**src/rtl/spi_rx_pkg.sv**
```systemverilog
// Shared types and helpers for the SPI slave receive path.
package spi_rx_pkg;

   localparam int SPI_DEFAULT_W = 16;

   typedef enum logic [0:0] {ST_IDLE, ST_SHIFT} spi_rx_state_t;

   // Modes 0 and 3 sample on the rising SCLK edge, modes 1 and 2 on the falling one.
   function automatic logic sample_on_rise(input logic cpol, input logic cpha);
      return cpol == cpha;
   endfunction

endpackage

```
**src/rtl/spi_edge_detect.sv**
```systemverilog
// One-register edge detector for a clk-synchronous level; reset value chosen per pin.
module spi_edge_detect #(
   parameter logic RST_VAL = 1'b0
) (
   input  logic clk,
   input  logic reset_n,
   input  logic d,
   output logic rise,
   output logic fall
);

   logic d_q;

   always_ff @(posedge clk or negedge reset_n) begin
      if (!reset_n) d_q <= RST_VAL;
      else          d_q <= d;
   end

   assign rise = d & ~d_q;
   assign fall = ~d & d_q;

endmodule

```
**src/rtl/spi_slave_rx16.sv**
```systemverilog
// SPI slave receiver: oversampled SCLK/CS edge recovery, word shifter and valid/ready output.
//
// state    | meaning
// ST_IDLE  | waiting for a CS falling edge
// ST_SHIFT | frame open, shifting MOSI on each sample edge
module spi_slave_rx16
   import spi_rx_pkg::*;
#(
   parameter int   DATA_W    = SPI_DEFAULT_W,
   parameter logic CPOL      = 1'b0,
   parameter logic CPHA      = 1'b0,
   parameter logic MSB_FIRST = 1'b1
) (
   input  logic              clk,
   input  logic              reset_n,
   input  logic              sclk_f,
   input  logic              cs_n_f,
   input  logic              mosi_f,
   input  logic              rx_ready,
   output logic [DATA_W-1:0] rx_data,
   output logic              rx_valid,
   output logic              overrun,
   output logic              frame_err,
   output logic              busy
);

   localparam int              CNT_W       = $clog2(DATA_W);
   localparam logic [CNT_W-1:0] LAST_BIT   = CNT_W'(DATA_W - 1);
   localparam logic            SAMPLE_RISE = sample_on_rise(CPOL, CPHA);

   spi_rx_state_t     state;
   logic [CNT_W-1:0]  bit_cnt;
   logic [DATA_W-1:0] sr;
   logic [DATA_W-1:0] sr_next;
   logic              word_done;
   logic              sclk_rise, sclk_fall;
   logic              cs_rise, cs_fall;
   logic              sample_edge;

   spi_edge_detect #(.RST_VAL(CPOL)) u_sclk_edge (
      .clk     (clk),
      .reset_n (reset_n),
      .d       (sclk_f),
      .rise    (sclk_rise),
      .fall    (sclk_fall)
   );

   // Reset value 0 means a CS already low at reset release never looks like a fall.
   spi_edge_detect #(.RST_VAL(1'b0)) u_cs_edge (
      .clk     (clk),
      .reset_n (reset_n),
      .d       (cs_n_f),
      .rise    (cs_rise),
      .fall    (cs_fall)
   );

   assign sample_edge = SAMPLE_RISE ? sclk_rise : sclk_fall;

   always_comb begin
      if (MSB_FIRST) sr_next = {sr[DATA_W-2:0], mosi_f};
      else           sr_next = {mosi_f, sr[DATA_W-1:1]};
   end

   always_ff @(posedge clk or negedge reset_n) begin
      if (!reset_n) begin
         state     <= ST_IDLE;
         bit_cnt   <= '0;
         sr        <= '0;
         word_done <= 1'b0;
         frame_err <= 1'b0;
      end else begin
         word_done <= 1'b0;
         frame_err <= 1'b0;
         case (state)
            ST_IDLE: begin
               if (cs_fall) begin
                  state   <= ST_SHIFT;
                  bit_cnt <= '0;
                  sr      <= '0;
               end
            end
            ST_SHIFT: begin
               if (cs_rise) begin
                  state     <= ST_IDLE;
                  frame_err <= (bit_cnt != '0);
               end else if (sample_edge) begin
                  sr <= sr_next;
                  if (bit_cnt == LAST_BIT) begin
                     bit_cnt   <= '0;
                     word_done <= 1'b1;
                  end else begin
                     bit_cnt <= bit_cnt + CNT_W'(1);
                  end
               end
            end
            default: state <= ST_IDLE;
         endcase
      end
   end

   // sr is stable for several clk after a completed word since SCLK edges are >= 4 clk apart.
   always_ff @(posedge clk or negedge reset_n) begin
      if (!reset_n) begin
         rx_data  <= '0;
         rx_valid <= 1'b0;
         overrun  <= 1'b0;
      end else begin
         overrun <= 1'b0;
         if (word_done) begin
            if (!rx_valid || rx_ready) begin
               rx_data  <= sr;
               rx_valid <= 1'b1;
            end else begin
               overrun <= 1'b1;
            end
         end else if (rx_valid && rx_ready) begin
            rx_valid <= 1'b0;
         end
      end
   end

   assign busy = (state != ST_IDLE);

endmodule

```
**config.mk**
```make
export PLATFORM = sky130hd
export DESIGN_NAME = spi_slave_rx16
export DESIGN_NICKNAME = d
export VERILOG_FILES = /design/src/rtl/spi_rx_pkg.sv /design/src/rtl/spi_edge_detect.sv /design/src/rtl/spi_slave_rx16.sv
export SDC_FILE = /design/constraint.sdc
export NUM_CORES = 1
export LEC_CHECK = 0
export ABC_AREA = 1
export CORE_UTILIZATION = 31
export CTS_BUF_LIST = sky130_fd_sc_hd__clkbuf_2
export DETAILED_ROUTE_END_ITERATION = 12
export PLACE_DENSITY = 0.56
export SETUP_SLACK_MARGIN = 0.2
export SLEW_MARGIN = 20
export SYNTH_ARGS = -nofsm -noshare
export SYNTH_HDL_FRONTEND = slang
export SYNTH_SLANG_ARGS = --single-unit
```
**constraint.sdc**
```tcl
create_clock -name clk -period 1.1 [get_ports clk]
set_clock_uncertainty 0.05 [all_clocks]
set_input_delay 0.275 -clock clk [delete_from_list [all_inputs] [get_ports clk]]
set_output_delay 0.275 -clock clk [all_outputs]
set_load 0.01 [all_outputs]
```
==> results of run 1 <==
==> flip-flops by register name (all words and copies together) (netlist names) <==
signal	count
rx_valid	1
word_done	1
u_cs_edge.d_q	1
sr	16
u_sclk_edge.d_q	1
rx_data	16
bit_cnt	4
frame_err	1
busy	1
overrun	1
==> metrics by stage <==
| step | power, W | std cells | util |
|---|---|---|---|
| after floorplan | 0.00201 | 175 | - |
| after global placement | 0.00220 | 282 | 0.407 |
| after detailed placement | 0.00221 | 282 | 0.407 |
| after CTS | 0.00329 | 310 | 0.458 |
| after global routing | 0.00369 | 321 | 0.509 |
| final | 0.00351 | 321 | 0.509 |
==> Yosys cell counts (all sizes together) <==
cell type / n
nand2: 48
clkbuf: 1
nand3: 5
dfrtp: 43
nor2: 7
o21ai: 35
xnor2: 1
nand4: 1
buf: 5
inv: 26
a31oi: 1
ha: 2
==> cells by family after synthesis <==
| kind of cell | share of synthesized area |
|---|---|
| xor+xnor | 0.00493 |
| buf+inv | 0.0880 |
| fa+ha+maj | 0.0141 |
| simple gates | 0.145 |
| flops | 0.606 |
| compound gates | 0.142 |
==> area by class of cell <==
type,instances,area share
Timing Repair inverter,2,0.00625
Sequential cell,43,0.386
Clock buffer,6,0.0107
Inverter,26,0.0411
Tap cell,72,0.0321
Timing Repair Buffer,68,0.216
Clock inverter,1,0.0107
Multi-Input combinational cell,103,0.297
==> final timing paths <==
check,from,end,depth (start not counted)
min in group clk,sclk_f,u_sclk_edge.d_q,1
max in group asynchronous,reset_n,busy,3
worst max register to register,busy,sr[7],6
worst min-delay path,reset_n,rx_data[5],3
worst max-delay path,rx_valid,rx_valid,1
worst min register to register,sr[2],sr[3],2
==> metal layers <==
metal  vias to the layer above  track usage
li1                        705            -
met1                       671        0.181
met2                        18        0.230
met3                         6       0.0318
met4                         0       0.0585
met5                         -            0
==> where the power goes <==
group / switching, W / internal (W)
clock: 0.000506 / 0.000383
combinational: 0.000419 / 0.000467
sequential: 0.0000764 / 0.00166
==> what timing repair did <==
| item | 4_1_cts | 5_1_grt |
|---|---|---|
| hold buffers | 1 | 0 |
| setup endpoints to repair | 59 | 61 |
| hold endpoints to repair | 43 | 0 |
| gates resized for setup | 105 | 50 |
| buffers inserted | 16 | 9 |
| pin swaps | 5 | 10 |
| gates cloned | 4 | 2 |
==> run metrics, run 1 <==
dpl hpwl=2040 um; I/O Buffers=25; Worst setup SP type=flop; worst hold slack=0.276 ns; cell taking the most area after synthesis=dfrtp_1; slowest stage delay, CP=0.44 ns; Fmax achieved=766 MHz; antenna-violating nets left=0; syn_nets=183; Boundary Pins=26; Hold Path Class=input port to async pin; CP Capture Type=output port; Post-Synthesis Cells=175; Worst Path Buf+Inv=1; commonest non-fill, non-tap cell in the layout=dfrtp_1; total CTS buffers=5; Critical Path AT=0.98 ns; core area=5510 um^2; DP Area=2240 um^2; worst relative slew slack=0.831; layout net count=257; worst reg-to-reg setup slack=-0.12 ns; layout cell share with drive strength beyond 1=0.582; area of the multi-input gates=832 um^2; Slowest cell on crit path=dfrtp_1; final worst-path cycle share=1.19; delay-heaviest family, CP=flip-flops; commonest cells after routing, fill and taps aside=40 x dfrtp_1, 26 x buf_4, 22 x nand2_1; clock buffer depth=2; M1 WL=1870 um; Leak=1.33 nW; # fillers=514; data required time at the worst endpoint=0.77 ns; Vias=1400; Syn Area/Cell=10.2 um^2; largest net degree at the start of global routing=44; cell area after synthesis=1780 um^2; Slew Limit Fails=0; share of the synthesized area in the top cell type=0.606; total track usage=0.141; CTS tree=yes; number of library cell types mapped by synthesis=19; dpl ws=-0.484 ns; RD Place Congestion=0.773; RSZ-0062 raised after global routing=yes; #FFs+latches synth=43; CTS root buf=clkbuf_2; Via density=4.36; crit-path cells=buf_2; DR DRC count=0; final worst slack=-0.205 ns; clock slew seen by the registers of the worst setup and hold paths=0.22 ns; area delta synth->final=57.7%; critical path class=flop to output port; failing checks=setup timing; yosys warns=0; Power Density=1250 nW/um^2; wire length on met2=2030 um; Final Hold Viols=0; max cap viols=0; initial antenna violation count=0; finished layout cell area=2800 um^2; final setup vio count=57; clk sinks=43; DR top layer=met4; global-route wire length before repair=6530 um; Initial Utilization=0.323; min Tclk post-route=1.30 ns; main area contributors after synthesis=dfrtp_1 61%, o21ai_2 9.4%, nand2_1 9.3%; die area=6040 um^2; length of routed met3 wiring=102 um; die height=77.7 um; gr ovfl total=0; via count of the first global-routing pass=1332; Pre-antenna DRT Iters=4; Slew @ Worst Pin=0.254 ns; Row Count=27; status=complete, but fails checks; depth of the CTS H-tree=2; WL per Instance=12.6 um; sequential fraction of the synthesis area=0.606; sum of negative setup slack=-6.62 ns; final wirelength=4050 um; Peak VDD IR=0.598 mV; Die Width=77.7 um; Worst-Skew Late Latency=0.40 ns; Register Area=1080 um^2; crit-path max FO=2; antenna diode count=0; 1st-iter DRT viols=59
(Power assumes the default switching activity.)
==> run 2, diff against run 1 <==
--- a/config.mk
+++ b/config.mk
@@ -6,11 +6,12 @@
 export NUM_CORES = 1
 export LEC_CHECK = 0
 export ABC_AREA = 1
+export CAP_MARGIN = 30
+export CORE_MARGIN = 1.5
 export CORE_UTILIZATION = 31
 export CTS_BUF_LIST = sky130_fd_sc_hd__clkbuf_2
 export DETAILED_ROUTE_END_ITERATION = 12
 export PLACE_DENSITY = 0.56
-export SETUP_SLACK_MARGIN = 0.2
 export SLEW_MARGIN = 20
 export SYNTH_ARGS = -nofsm -noshare
 export SYNTH_HDL_FRONTEND = slang
==> run 2 against run 1 <==
The flow still finishes with violations (setup timing). Sequential power hardly changed. Die area is 2.6% higher. Maximum frequency is 0.14% lower. Clock-buffer cell count is 1 lower. Clock power is 27% lower. Register-to-register slack better by 0.02 ns. Total power is 17% lower. Flip-flop and latch count stayed put. Critical path type unchanged.
==> run metrics, run 2 (synthesized netlist as in run 1, its figures left out) <==
final setup vio count=45; Net Sw Power=0.000851 W; failing checks=setup timing; RD Place Congestion=0.764; worst reg-to-reg setup slack=-0.10 ns; commonest non-fill, non-tap cell in the layout=dfrtp_1; depth of the CTS H-tree=2; Fmax achieved=765 MHz; CTS tree=yes; WL per Instance=11.5 um; I/O Buffers=25; Initial Utilization=0.323; Register Area=1080 um^2; Hold Path Class=input port to flop; Slew Limit Fails=0; core area=5510 um^2; crit-path cells=buf_2; Hold Startpoint=sclk_f; Slowest cell on crit path=dfrtp_1; max cap viols=0; initial antenna violation count=0; final total power=0.00292 W; total track usage=0.119; clock slew seen by the registers of the worst setup and hold paths=0.21 ns; die area=6190 um^2; Boundary Pins=26; Worst Path Buf+Inv=1; RSZ-0062 raised after global routing=yes; Power Density=1130 nW/um^2; clock buffer depth=2; Crit Reg-Reg Startpoint=busy; Peak VDD IR=0.357 mV; Pre-antenna DRT Iters=4; top flop regs=rx_data: 16 flops, sr: 16 flops, bit_cnt: 4 flops; Vias=1332; register share of total power=0.586; Leak=1.25 nW; gr ovfl total=0; 1st-iter DRT viols=59; Worst path depth=1; combinational group share of total power=0.191; Worst-Skew Late Latency=0.41 ns; slowest stage delay, CP=0.44 ns; CTS root buf=clkbuf_2; hold path cells=1; r2r worst-path depth=5; Die Width=78.7 um; Clock power frac=0.223; final wirelength=3590 um; min Tclk post-route=1.31 ns; delay-heaviest family, CP=flip-flops; final worst-path cycle share=1.19; CP Capture Type=output port; die height=78.7 um; Critical Path AT=0.98 ns; clk sinks=43; Int Pwr=0.00207 W; layout net count=246; antenna diode count=0; layout cell share with drive strength beyond 1=0.494; Via density=4.28; status=complete, but fails checks; worst relative slew slack=0.843; commonest cells after routing, fill and taps aside=42 x dfrtp_1, 29 x nand2_1, 27 x o21ai_2; global-route wire length before repair=5730 um; Row Count=27; critical path class=flop to output port; Worst setup SP type=flop; DR DRC count=0; # fillers=551; crit-path max FO=2; area of the multi-input gates=707 um^2; critical path startpoint=rx_data[12]; dpl hpwl=2070 um; total CTS buffers=5; largest net degree at the start of global routing=44; antenna-violating nets left=0; Final Hold Viols=0; area delta synth->final=45.3%; via count of the first global-routing pass=1249; data required time at the worst endpoint=0.77 ns; final worst slack=-0.207 ns; Slew @ Worst Pin=0.236 ns; sw frac=0.291; worst hold slack=0.261 ns
-- run 2: changes by cell type in the layout (fill, tap and decap cells not counted), moves of 3 or more --
| cell | delta |
|---|---|
| buf_6 | -3 |
| nor2_4 | -3 |
| nor2_1 | +6 |
| nand2_8 | -3 |
| o21ai_1 | -8 |
| nand2_1 | +7 |
| o21ai_2 | +6 |
| nor2_2 | -3 |
| nand2_2 | -9 |
-- run 2: layer usage --
metal,GRT usage,vias to the layer above,part of all wire
met4,0.0429,0,0.017
met3,0.0310,5,0.032
met1,0.154,633,0.45
met5,0,-,0
li1,-,675,-
met2,0.194,19,0.50
-- run 2: area by class of cell --
class | instances | area share
Sequential cell | 43 | 0.417
Multi-Input combinational cell | 100 | 0.274
Timing Repair Buffer | 62 | 0.218
Inverter | 26 | 0.0407
Tap cell | 72 | 0.0349
Clock buffer | 5 | 0.00969
Clock inverter | 3 | 0.00582
-- run 2: power by group through the flow --
stage / registers [W] / logic (W) / clock network (W)
2_1_floorplan: 0.00174 / 0.000248 / 0
3_3_place_gp: 0.00173 / 0.000469 / 0
3_5_place_dp: 0.00173 / 0.000477 / 0
4_1_cts: 0.00171 / 0.000537 / 0.000685
5_1_grt: 0.00172 / 0.000628 / 0.000731
6_report: 0.00171 / 0.000558 / 0.000652
-- run 2: per-stage QoR --
step | worst slack, ns | setup TNS, ns | cell area, um^2 | utilization | instances
5_1_grt | -0.266 | -7.83 | 2580 | 0.469 | 311
6_report | -0.207 | -5.14 | 2580 | 0.469 | 311
2_1_floorplan | -0.00368 | -0.00368 | 1780 | - | 175
3_5_place_dp | -0.498 | -16.82 | 2230 | 0.404 | 282
4_1_cts | -0.232 | -6.36 | 2310 | 0.420 | 302
3_3_place_gp | -0.477 | -16.32 | 2230 | 0.404 | 282
-- run 2: path summary, 6_finish.rpt --
check | end
max in group asynchronous | sr[2]
min in group asynchronous | sr[8]
worst max register to register | sr[2]
worst min-delay path | u_sclk_edge.d_q
worst max-delay path | rx_data[12]
worst min register to register | sr[3]
-- run 2: what timing repair did --
action / in CTS / in global routing
pin swaps: 1 / 4
hold endpoints to repair: 43 / 0
gates resized for setup: 86 / 59
hold buffers: 1 / 0
buffers inserted: 10 / 6
endpoints found under the setup margin: 40 / 53
gates cloned: 1 / 3
==> run 3, diff against run 2 <==
--- a/config.mk
+++ b/config.mk
@@ -11,7 +11,7 @@
 export CORE_UTILIZATION = 31
 export CTS_BUF_LIST = sky130_fd_sc_hd__clkbuf_2
 export DETAILED_ROUTE_END_ITERATION = 12
-export PLACE_DENSITY = 0.56
+export PLACE_DENSITY = 0.54
 export SLEW_MARGIN = 20
 export SYNTH_ARGS = -nofsm -noshare
 export SYNTH_HDL_FRONTEND = slang
==> constraint.sdc (replaced) <==
create_clock -name clk -period 1.25 [get_ports clk]
set_clock_uncertainty 0.05 [all_clocks]
set_input_delay 0.25 -clock clk [delete_from_list [all_inputs] [get_ports clk]]
set_output_delay 0.25 -clock clk [all_outputs]
set_load 0.01 [all_outputs]
==> run 3 against run 2 <==
The flow still finishes with violations (setup timing). Routed wire length decreased by 14%. Clock power decreased by 7.7%. Via count decreased by 6.6%. Die area unchanged. Critical path depth unchanged. Final cell count decreased by 4.8%. Critical endpoint is now rx_data[10].
==> run metrics, run 3 (synthesized netlist as in run 1, its figures left out) <==
antenna-violating nets left=0; DP Area=2170 um^2; CTS tree=yes; initial antenna violation count=0; max cap viols=0; core area=5510 um^2; total CTS buffers=5; final worst-path cycle share=1.02; RSZ-0062 raised after global routing=yes; hold path endpoint=u_sclk_edge.d_q; Int Pwr=0.00179 W; WL per Instance=10.5 um; data required time at the worst endpoint=0.95 ns; Worst setup SP type=flop; Slowest cell on crit path=dfrtp_1; commonest cells after routing, fill and taps aside=43 x nand2_1, 43 x dfrtp_1, 25 x inv_1; Die Width=78.7 um; critical path class=flop to output port; R2R Path End=bit_cnt[2]; worst reg-to-reg setup slack=0.08 ns; Hold Path Class=input port to flop; Crit Reg-Reg Startpoint=busy; min Tclk post-route=1.28 ns; Slew Limit Fails=0; Via density=4.20; Vias=1244; Power Density=1120 nW/um^2; Pre-antenna DRT Iters=4; depth of the CTS H-tree=2; Fmax achieved=782 MHz; Clock power frac=0.240; sw frac=0.289; clock buffer depth=2; Net Sw Power=0.000726 W; Hold Startpoint=sclk_f; CTS root buf=clkbuf_2; Row Count=27; r2r worst-path depth=6; clock slew seen by the registers of the worst setup and hold paths=0.22 ns; RD Place Congestion=0.724; gr ovfl total=0; Initial Utilization=0.323; worst hold slack=0.237 ns; largest net degree at the start of global routing=44; final setup vio count=17; global-route wire length before repair=5460 um; finished layout cell area=2240 um^2; antenna diode count=0; layout cell share with drive strength beyond 1=0.353; crit-path cells=buf_2; worst relative slew slack=0.845; Final Hold Viols=0; Peak VDD IR=0.343 mV; slowest stage delay, CP=0.43 ns; final worst slack=-0.0294 ns; die area=6190 um^2; CP Capture Type=output port; failing checks=setup timing; final wirelength=3100 um; top flop regs=rx_data: 16 flops, sr: 16 flops, bit_cnt: 4 flops; die height=78.7 um; via count of the first global-routing pass=1209; crit-path max FO=2; register share of total power=0.597; delay-heaviest family, CP=flip-flops; Leak=1.11 nW; clk sinks=43; 1st-iter DRT viols=54; sum of negative setup slack=-0.250 ns; status=complete, but fails checks; total track usage=0.115; combinational group share of total power=0.164; layout net count=231; Critical Path AT=0.98 ns; dpl hpwl=1980 um; area delta synth->final=25.8%; Boundary Pins=26; hold path cells=1; Slew @ Worst Pin=0.232 ns; Worst-Skew Late Latency=0.41 ns; Worst Path Buf+Inv=1; I/O Buffers=25; DR DRC count=0
==> run 3: layer usage <==
metal / wire length [um] / GRT usage
met3: 107 / 0.0310
met2: 1420 / 0.179
met4: 72 / 0.0625
met1: 1500 / 0.144
met5: 0 / 0
==> run 3: metrics by stage <==
step | util | instances | setup WS (ns) | total power, W
after global placement | 0.395 | 275 | -0.293 | 0.00190
after global routing | 0.406 | 296 | -0.106 | 0.00265
after floorplan | - | 175 | 0.137 | 0.00175
after CTS | 0.397 | 292 | -0.0622 | 0.00253
final | 0.406 | 296 | -0.0294 | 0.00251
after detailed placement | 0.395 | 275 | -0.324 | 0.00190
==> run 3: final cells by class <==
cell class,count,area [um^2]
Fill cell,567,3270
Sequential cell,43,1080
Multi-Input combinational cell,100,564
Timing Repair Buffer,47,363
Inverter,26,100
Tap cell,72,90.1
Clock buffer,6,30.0
Clock inverter,2,12.5
==> run 3: how the worst max path moves through the flow <==
stage	startpoint	to	slack [ns]	cells after the start
after global placement	sclk_f	sr[10]	-0.29	7
final	rx_data[10]	rx_data[10]	-0.03	1
after floorplan	busy	bit_cnt[3]	0.14	6
after global routing	rx_data[10]	rx_data[10]	-0.11	1
after CTS	rx_data[10]	rx_data[10]	-0.06	1
after detailed placement	sclk_f	sr[11]	-0.32	7
==> run 3: repair_timing <==
action | CTS | global route
gates resized for setup | 80 | 6
hold buffers | 1 | 0
setup endpoints to repair | 21 | 40
pin swaps | 0 | 1
buffers inserted | 8 | 4
hold endpoints to repair | 43 | 0
==> run 3: power groups by stage <==
stage          logic [W]  clock network [W]  registers, W
5_1_grt         0.000459           0.000685       0.00151
6_report        0.000411           0.000602       0.00150
3_5_place_dp    0.000370                  0       0.00153
4_1_cts         0.000389           0.000638       0.00150
2_1_floorplan   0.000218                  0       0.00153
3_3_place_gp    0.000371                  0       0.00153
